$ cat src/rtl/riu_pkg.sv
// riu_pkg: shared types and constants for the lab_riu fetch stage.
//   fetch_state_t   : fetch sequencer states (BOOT, RUN, HOLD, FLUSH)
//   OP_*            : opcodes the core implements
//   NOP_INSTR       : canonical NOP (addi x0, x0, 0)
//   is_legal_opcode : 1 when the opcode belongs to the implemented set
package riu_pkg;

  typedef enum logic [1:0] {
    BOOT  = 2'd0,
    RUN   = 2'd1,
    HOLD  = 2'd2,
    FLUSH = 2'd3
  } fetch_state_t;

  localparam logic [6:0]  OP_IMM    = 7'b0010011;
  localparam logic [6:0]  OP_REG    = 7'b0110011;
  localparam logic [6:0]  OP_LUI    = 7'b0110111;
  localparam logic [6:0]  OP_SYSTEM = 7'b1110011;
  localparam logic [31:0] NOP_INSTR = 32'h0000_0013;

  function automatic logic is_legal_opcode(input logic [6:0] op);
    return (op == OP_IMM) || (op == OP_REG) || (op == OP_LUI) || (op == OP_SYSTEM);
  endfunction

endpackage

$ cat src/rtl/fetch_skid_buf.sv
// fetch_skid_buf: one-entry {pc, instr} holding buffer for a word that
// returns from instruction memory while the stage is stalled.
//   clk, rst_n        : clock, asynchronous active-low reset (clears full)
//   load              : capture in_pc/in_instr
//   drain             : entry consumed this edge
//   clear             : discard entry (wins over load and drain)
//   in_pc, in_instr   : word to capture
//   full              : entry holds a live word
//   buf_pc, buf_instr : stored word
module fetch_skid_buf (
  input  logic        clk,
  input  logic        rst_n,
  input  logic        load,
  input  logic        drain,
  input  logic        clear,
  input  logic [31:0] in_pc,
  input  logic [31:0] in_instr,
  output logic        full,
  output logic [31:0] buf_pc,
  output logic [31:0] buf_instr
);

  always_ff @(posedge clk or negedge rst_n) begin
    if (!rst_n) begin
      full <= 1'b0;
    end else if (clear) begin
      full <= 1'b0;
    end else if (load) begin
      full <= 1'b1;
    end else if (drain) begin
      full <= 1'b0;
    end
  end

  // Payload needs no reset: it is only observed while full is set.
  always_ff @(posedge clk) begin
    if (load && !clear) begin
      buf_pc    <= in_pc;
      buf_instr <= in_instr;
    end
  end

endmodule

$ cat src/rtl/instr_fetch.sv
// instr_fetch: fetch stage of the lab_riu RV32 core. Holds the fetch PC,
// drives a 1-cycle synchronous instruction memory, buffers a returning word
// across downstream stalls, honours PC redirects and splits the instruction
// in the output register into decode fields.
// Optional feature macro: IFETCH_ILLEGAL_CHECK_EN (adds illegal_instr; words
// with an unimplemented opcode are replaced by NOP in the output register).
// Ports:
//   clk, rst_n                  : clock, asynchronous active-low reset
//   imem_rd, imem_addr          : read strobe and word address (data next cycle)
//   imem_rdata                  : instruction word returned by memory
//   stall                       : downstream hold, output register frozen
//   redirect_valid, redirect_pc : replace the fetch PC (bits [1:0] ignored)
//   instr_valid, pc_out         : output register holds a live instruction / its PC
//   opcode..imm20               : fields of the instruction in the output register
//   illegal_instr               : (macro only) output word had an illegal opcode
module instr_fetch
  import riu_pkg::*;
#(
  parameter int unsigned IMEM_DEPTH = 4096,
  parameter logic [31:0] RESET_PC   = 32'h0000_0000
) (
  input  logic                          clk,
  input  logic                          rst_n,
  output logic                          imem_rd,
  output logic [$clog2(IMEM_DEPTH)-1:0] imem_addr,
  input  logic [31:0]                   imem_rdata,
  input  logic                          stall,
  input  logic                          redirect_valid,
  input  logic [31:0]                   redirect_pc,
  output logic                          instr_valid,
`ifdef IFETCH_ILLEGAL_CHECK_EN
  output logic                          illegal_instr,
`endif
  output logic [31:0]                   pc_out,
  output logic [6:0]                    opcode,
  output logic [4:0]                    rd,
  output logic [2:0]                    funct3,
  output logic [4:0]                    rs1,
  output logic [4:0]                    rs2,
  output logic [6:0]                    funct7,
  output logic [11:0]                   imm12,
  output logic [19:0]                   imm20
);

  localparam int          AW      = $clog2(IMEM_DEPTH);
  localparam logic [31:0] PC_MASK = 32'(IMEM_DEPTH * 4 - 1);

  fetch_state_t state;
  logic [31:0]  fpc;
  logic         vld_p1;
  logic [31:0]  pc_p1;
  logic         skid_full;
  logic [31:0]  skid_pc;
  logic [31:0]  skid_instr;
  logic [31:0]  instr_p2;
  logic         skid_load;
  logic         skid_drain;
  logic         out_load;
  logic [31:0]  src_pc;
  logic [31:0]  src_instr;
  logic [31:0]  word_p2;
  logic         unused_rpc;

  assign unused_rpc = ^redirect_pc[1:0];

  // ---- p0: issue. The strobe depends on this cycle's stall/redirect, so it
  // is decoded from the state rather than registered.
  assign imem_rd   = ((state == RUN) || (state == FLUSH)) && !stall && !skid_full && !redirect_valid;
  assign imem_addr = fpc[AW+1:2];

  always_ff @(posedge clk) begin
    if (imem_rd) pc_p1 <= fpc;
  end

  // ---- p1: memory return. The skid never holds a word while a read is in
  // flight, so a full skid is always the older word.
  assign skid_load  = !redirect_valid && stall && vld_p1;
  assign skid_drain = !redirect_valid && !stall && skid_full;
  assign out_load   = !redirect_valid && !stall && (skid_full || vld_p1);
  assign src_pc     = skid_full ? skid_pc : pc_p1;
  assign src_instr  = skid_full ? skid_instr : imem_rdata;

`ifdef IFETCH_ILLEGAL_CHECK_EN
  logic src_legal;
  assign src_legal = is_legal_opcode(src_instr[6:0]);
  assign word_p2   = src_legal ? src_instr : NOP_INSTR;
`else
  assign word_p2   = src_instr;
`endif

  fetch_skid_buf u_skid (
    .clk       (clk),
    .rst_n     (rst_n),
    .load      (skid_load),
    .drain     (skid_drain),
    .clear     (redirect_valid),
    .in_pc     (pc_p1),
    .in_instr  (imem_rdata),
    .full      (skid_full),
    .buf_pc    (skid_pc),
    .buf_instr (skid_instr)
  );

  // ---- p2: sequencer, fetch PC and output register.
  always_ff @(posedge clk or negedge rst_n) begin
    if (!rst_n) begin
      state         <= BOOT;
      fpc           <= RESET_PC;
      vld_p1        <= 1'b0;
      instr_valid   <= 1'b0;
      pc_out        <= RESET_PC;
      instr_p2      <= NOP_INSTR;
`ifdef IFETCH_ILLEGAL_CHECK_EN
      illegal_instr <= 1'b0;
`endif
    end else begin
      vld_p1 <= imem_rd;
      if (redirect_valid) begin
        // Redirect beats stall and any in-flight return.
        state         <= FLUSH;
        fpc           <= {redirect_pc[31:2], 2'b00};
        instr_valid   <= 1'b0;
`ifdef IFETCH_ILLEGAL_CHECK_EN
        illegal_instr <= 1'b0;
`endif
      end else begin
        if (imem_rd) fpc <= (fpc + 32'd4) & PC_MASK;
        case (state)
          BOOT:       state <= RUN;
          RUN, FLUSH: state <= (stall && vld_p1) ? HOLD : RUN;
          HOLD:       if (!stall) state <= RUN;
          default:    state <= BOOT;
        endcase
        if (!stall) instr_valid <= skid_full || vld_p1;
        if (out_load) begin
          pc_out   <= src_pc;
          instr_p2 <= word_p2;
        end
`ifdef IFETCH_ILLEGAL_CHECK_EN
        if (!stall) illegal_instr <= out_load && !src_legal;
`endif
      end
    end
  end

  assign opcode = instr_p2[6:0];
  assign rd     = instr_p2[11:7];
  assign funct3 = instr_p2[14:12];
  assign rs1    = instr_p2[19:15];
  assign rs2    = instr_p2[24:20];
  assign funct7 = instr_p2[31:25];
  assign imm12  = instr_p2[31:20];
  assign imm20  = instr_p2[31:12];

endmodule

$ cat config.mk
export PLATFORM = sky130hd
export DESIGN_NAME = instr_fetch
export DESIGN_NICKNAME = d
export VERILOG_FILES = /design/src/rtl/riu_pkg.sv /design/src/rtl/fetch_skid_buf.sv /design/src/rtl/instr_fetch.sv
export SDC_FILE = /design/constraint.sdc
export NUM_CORES = 1
export LEC_CHECK = 0
export ABC_AREA = 1
export BUFFER_PORTS_ARGS = -buffer_cell sky130_fd_sc_hd__buf_2
export CORE_UTILIZATION = 49
export DETAILED_ROUTE_END_ITERATION = 8
export GPL_TIMING_DRIVEN = 0
export PLACE_DENSITY = 0.76
export SLEW_MARGIN = 20
export SYNTH_ARGS = -nofsm -noshare
export SYNTH_HDL_FRONTEND = slang
export SYNTH_SLANG_ARGS = --single-unit
$ cat constraint.sdc
create_clock -name clk -period 2.25 [get_ports clk]
set_input_delay 0.1125 -clock clk [delete_from_list [all_inputs] [get_ports clk]]
set_output_delay 0.1125 -clock clk [all_outputs]
set_load 0.02 [all_outputs]
==> run metrics <==
CP max stage delay roughly 0.45 ns; GRT Resource Usage Total between 20% and 30%; Post-Route WL between 15,000 and 20,000 µm; Buffers on Ports 172; top_reg_cell synth dfrtp_1; number of flops mapped to enable cells by yosys 92; asr flop ratio synth about half; Seq cells post-synth around 190; drt via density between 4 and 5; status finished clean; Crit path buffers/inverters 3; top cell type by total area after synthesis edfxtp_1; CTS clk-pin slew, worst paths 0.07 ns; Clock power frac between 30% and 40%; Slew Limit Headroom 62.81%; PostCTS Resize Cnt 0; Cells after Synth just over 700; mapped cell area 7819 µm²; Net Sw Power 2869 µW; combinational share of power between 20% and 30%; antenna diode count 0; Pre-antenna DRT Iters 4; Seq/Total Area, Yosys roughly 66%; Worst-Margin Slew 0.5565 ns; Hold Startpoint stall; gpl congestion a little over 0.8; root buffer cell clkbuf_16; Pint around 6400 µW; number of H-tree levels 4; worst reg2reg endpoint pc_p1[29]; die width 128.3 µm; most frequent cell after synthesis nand2_1; Post-route DRC 0; Worst Hold Path Cells 3; Clock Sinks 189; Cell Rows between 40 and 50; Startpoint Class register; clock buffer count from CTS 17; clock latency on the worst-skew pair approximately 0.42 ns; f_max ~470 MHz; CTS tree built; Starting Density between 50% and 60%; Final Hold Fails 0; vias in the first global route 5,610; height of the chip between 100 and 150 µm; fin cells around 1.2k; Area growth syn-to-layout 30.60%; number of distinct library cells after synthesis 35; required time of the critical path 2.14 ns; sequential share of power a little under half; drt wl/cell 14.68 µm; final net count slightly above 1k; share of cells above drive strength 1 29.55%; DPL Wire Length 11,490 µm; Final setup viols 0; max-cap viol count 0; Post-CTS Hold Buffers 60; number of max-slew violations in the final report 0; unrepaired setup endpoints after global routing false; Synth area leaders edfxtp_1 (35%), dfrtp_1 (30%), nand2_1 (7.8%), o21ai_0 (5.2%), buf_4 (4.4%); Setup Buffers After CTS 0; CP Cell Sequence buf_6 -> nand3b_4 -> nor2_4 -> buf_16 -> buf_2; vias post-DR about 5.8k; DP Cell Count roughly 1.1k; Worst Hold End u_skid.full; Iter 0 DRT Violations ~360; RR Startpoint u_skid.full; worst hold path type in2reg; CP endpoint kind output pin; post-detailed-route count of antenna-violating nets 0; grt ovf 0; clk_skew roughly 0.013 ns; # IOs approximately 180; Static Leak ~0.0048 µW; pin count of the biggest net entering global routing slightly below 60; Max FO, Critical Path 21; cell family with most CP delay simple AND/OR/NAND/NOR gates; fin util about 66%; global-route wire length before repair 28,110 µm; core area roughly 15,000 µm²; WP data arrival slightly above 2 ns; clk buf depth 2; R2R depth 4; worst ir drop on vdd approximately 560 µV; slowest CP cell nor2_4; most frequent cells after synthesis nand2_1 (163), dfrtp_1 (94), edfxtp_1 (92), o21ai_0 (82), inv_1 (75); period utilization 95.22%; Mapped Avg Cell Area around 11 µm²; Final min period roughly 2.1 ns; top cell type's share of synthesized area approximately 35%; Die ar. 16,470 µm²; synth warn 0; slack of the worst reg-to-reg path 0.54 ns; Power per Cell Area between 900 and 1000 nW/µm²; Crit Path Class reg2out; switch share roughly 31%; initial antenna violation count 0; hold slack between 0.04 and 0.05 ns
==> power by group through the flow <==
stage | Combinational (µW) | Sequential [µW] | Clock [µW]
floorplan | 935 | 4670 | 0
global placement | 1920 | 4370 | 0
detailed placement | 1970 | 4380 | 0
CTS | 2050 | 4320 | 2930
global route | 2220 | 4360 | 3080
finish | 2040 | 4310 | 2880
==> state kept, by name (all words and copies together) (netlist names) <==
register,cells
u_skid.buf_instr,32
pc_p1,30
u_skid.buf_pc,30
vld_p1,1
fpc,30
instr_valid,1
instr_p2,32
pc_out,30
u_skid.full,1
state,2
==> stage by stage <==
stage               area (µm²)  TNS [ns]  total power (µW)  setup WS (ns)
floorplan                 7824         0              5604        0.06102
global placement          8949    -16.47              6282        -0.4917
detailed placement        9039         0              6352         0.5342
CTS                      10210         0              9303        0.05281
global route             10210         0              9661       0.009578
finish                   10210         0              9234         0.1076
==> placed cells by master, fill, tap and decap left out, types with 11 or more instances in the layout <==
cell type and instances:
a22o_1 18, dlygate4sd3_1 60, inv_1 75, nand3_1 13, buf_4 46, o21ai_0 82
edfxtp_1 92, clkbuf_16 17, nor2_1 13, dfrtp_1 94, nand2_1 163, clkbuf_1 13
o21ai_1 48, buf_2 180, buf_6 11
==> worst max path at each step <==
stage / end / start / cells after the start / slack [ns]
floorplan: fpc[4] / u_skid.full / 5 / 0.06
global placement: fpc[4] / u_skid.full / 5 / -0.49
detailed placement: pc_p1[27] / u_skid.full / 4 / 0.53
CTS: imem_rd / u_skid.full / 5 / 0.05
global route: imem_rd / u_skid.full / 5 / 0.01
finish: imem_rd / u_skid.full / 5 / 0.11
==> final cells by class <==
class	instances	area, µm²
sequential	189	5194
fill	1210	5160
multi-input combinational	365	1779
timing repair buffer	235	1543
buffer	79	556.8
clock buffer	17	425.4
inverter	78	302.8
tap	211	264.0
clock inverter	15	146.4
==> metal layers <==
layer | up-vias | part of all wire [%] | global-route usage [%]
li1 | 2815 | - | -
met1 | 2747 | 43 | 28.24
met2 | 171 | 50 | 38.60
met3 | 19 | 5.1 | 4.424
met4 | 0 | 1.5 | 8.304
met5 | - | 0 | 0
==> cells by family (layout without fill, tap and decap cells) <==
family,Yosys count,after routing,synth area share [%]
AND/OR/NAND/NOR,200,200,10.47
other,1,2,0.04796
AO/OA/AOI/OAI,157,157,11.35
XOR/XNOR,5,5,0.5602
adder cells (fa/ha/maj),1,1,0.1600
flip-flops,189,189,66.43
buffers and inverters,157,424,10.99
==> worst min-delay path: stages <==
cell and delay (ns):
buf_2 0.13, inv_1 0.13, nor2_1 0.06
(Power assumes the default switching activity.)
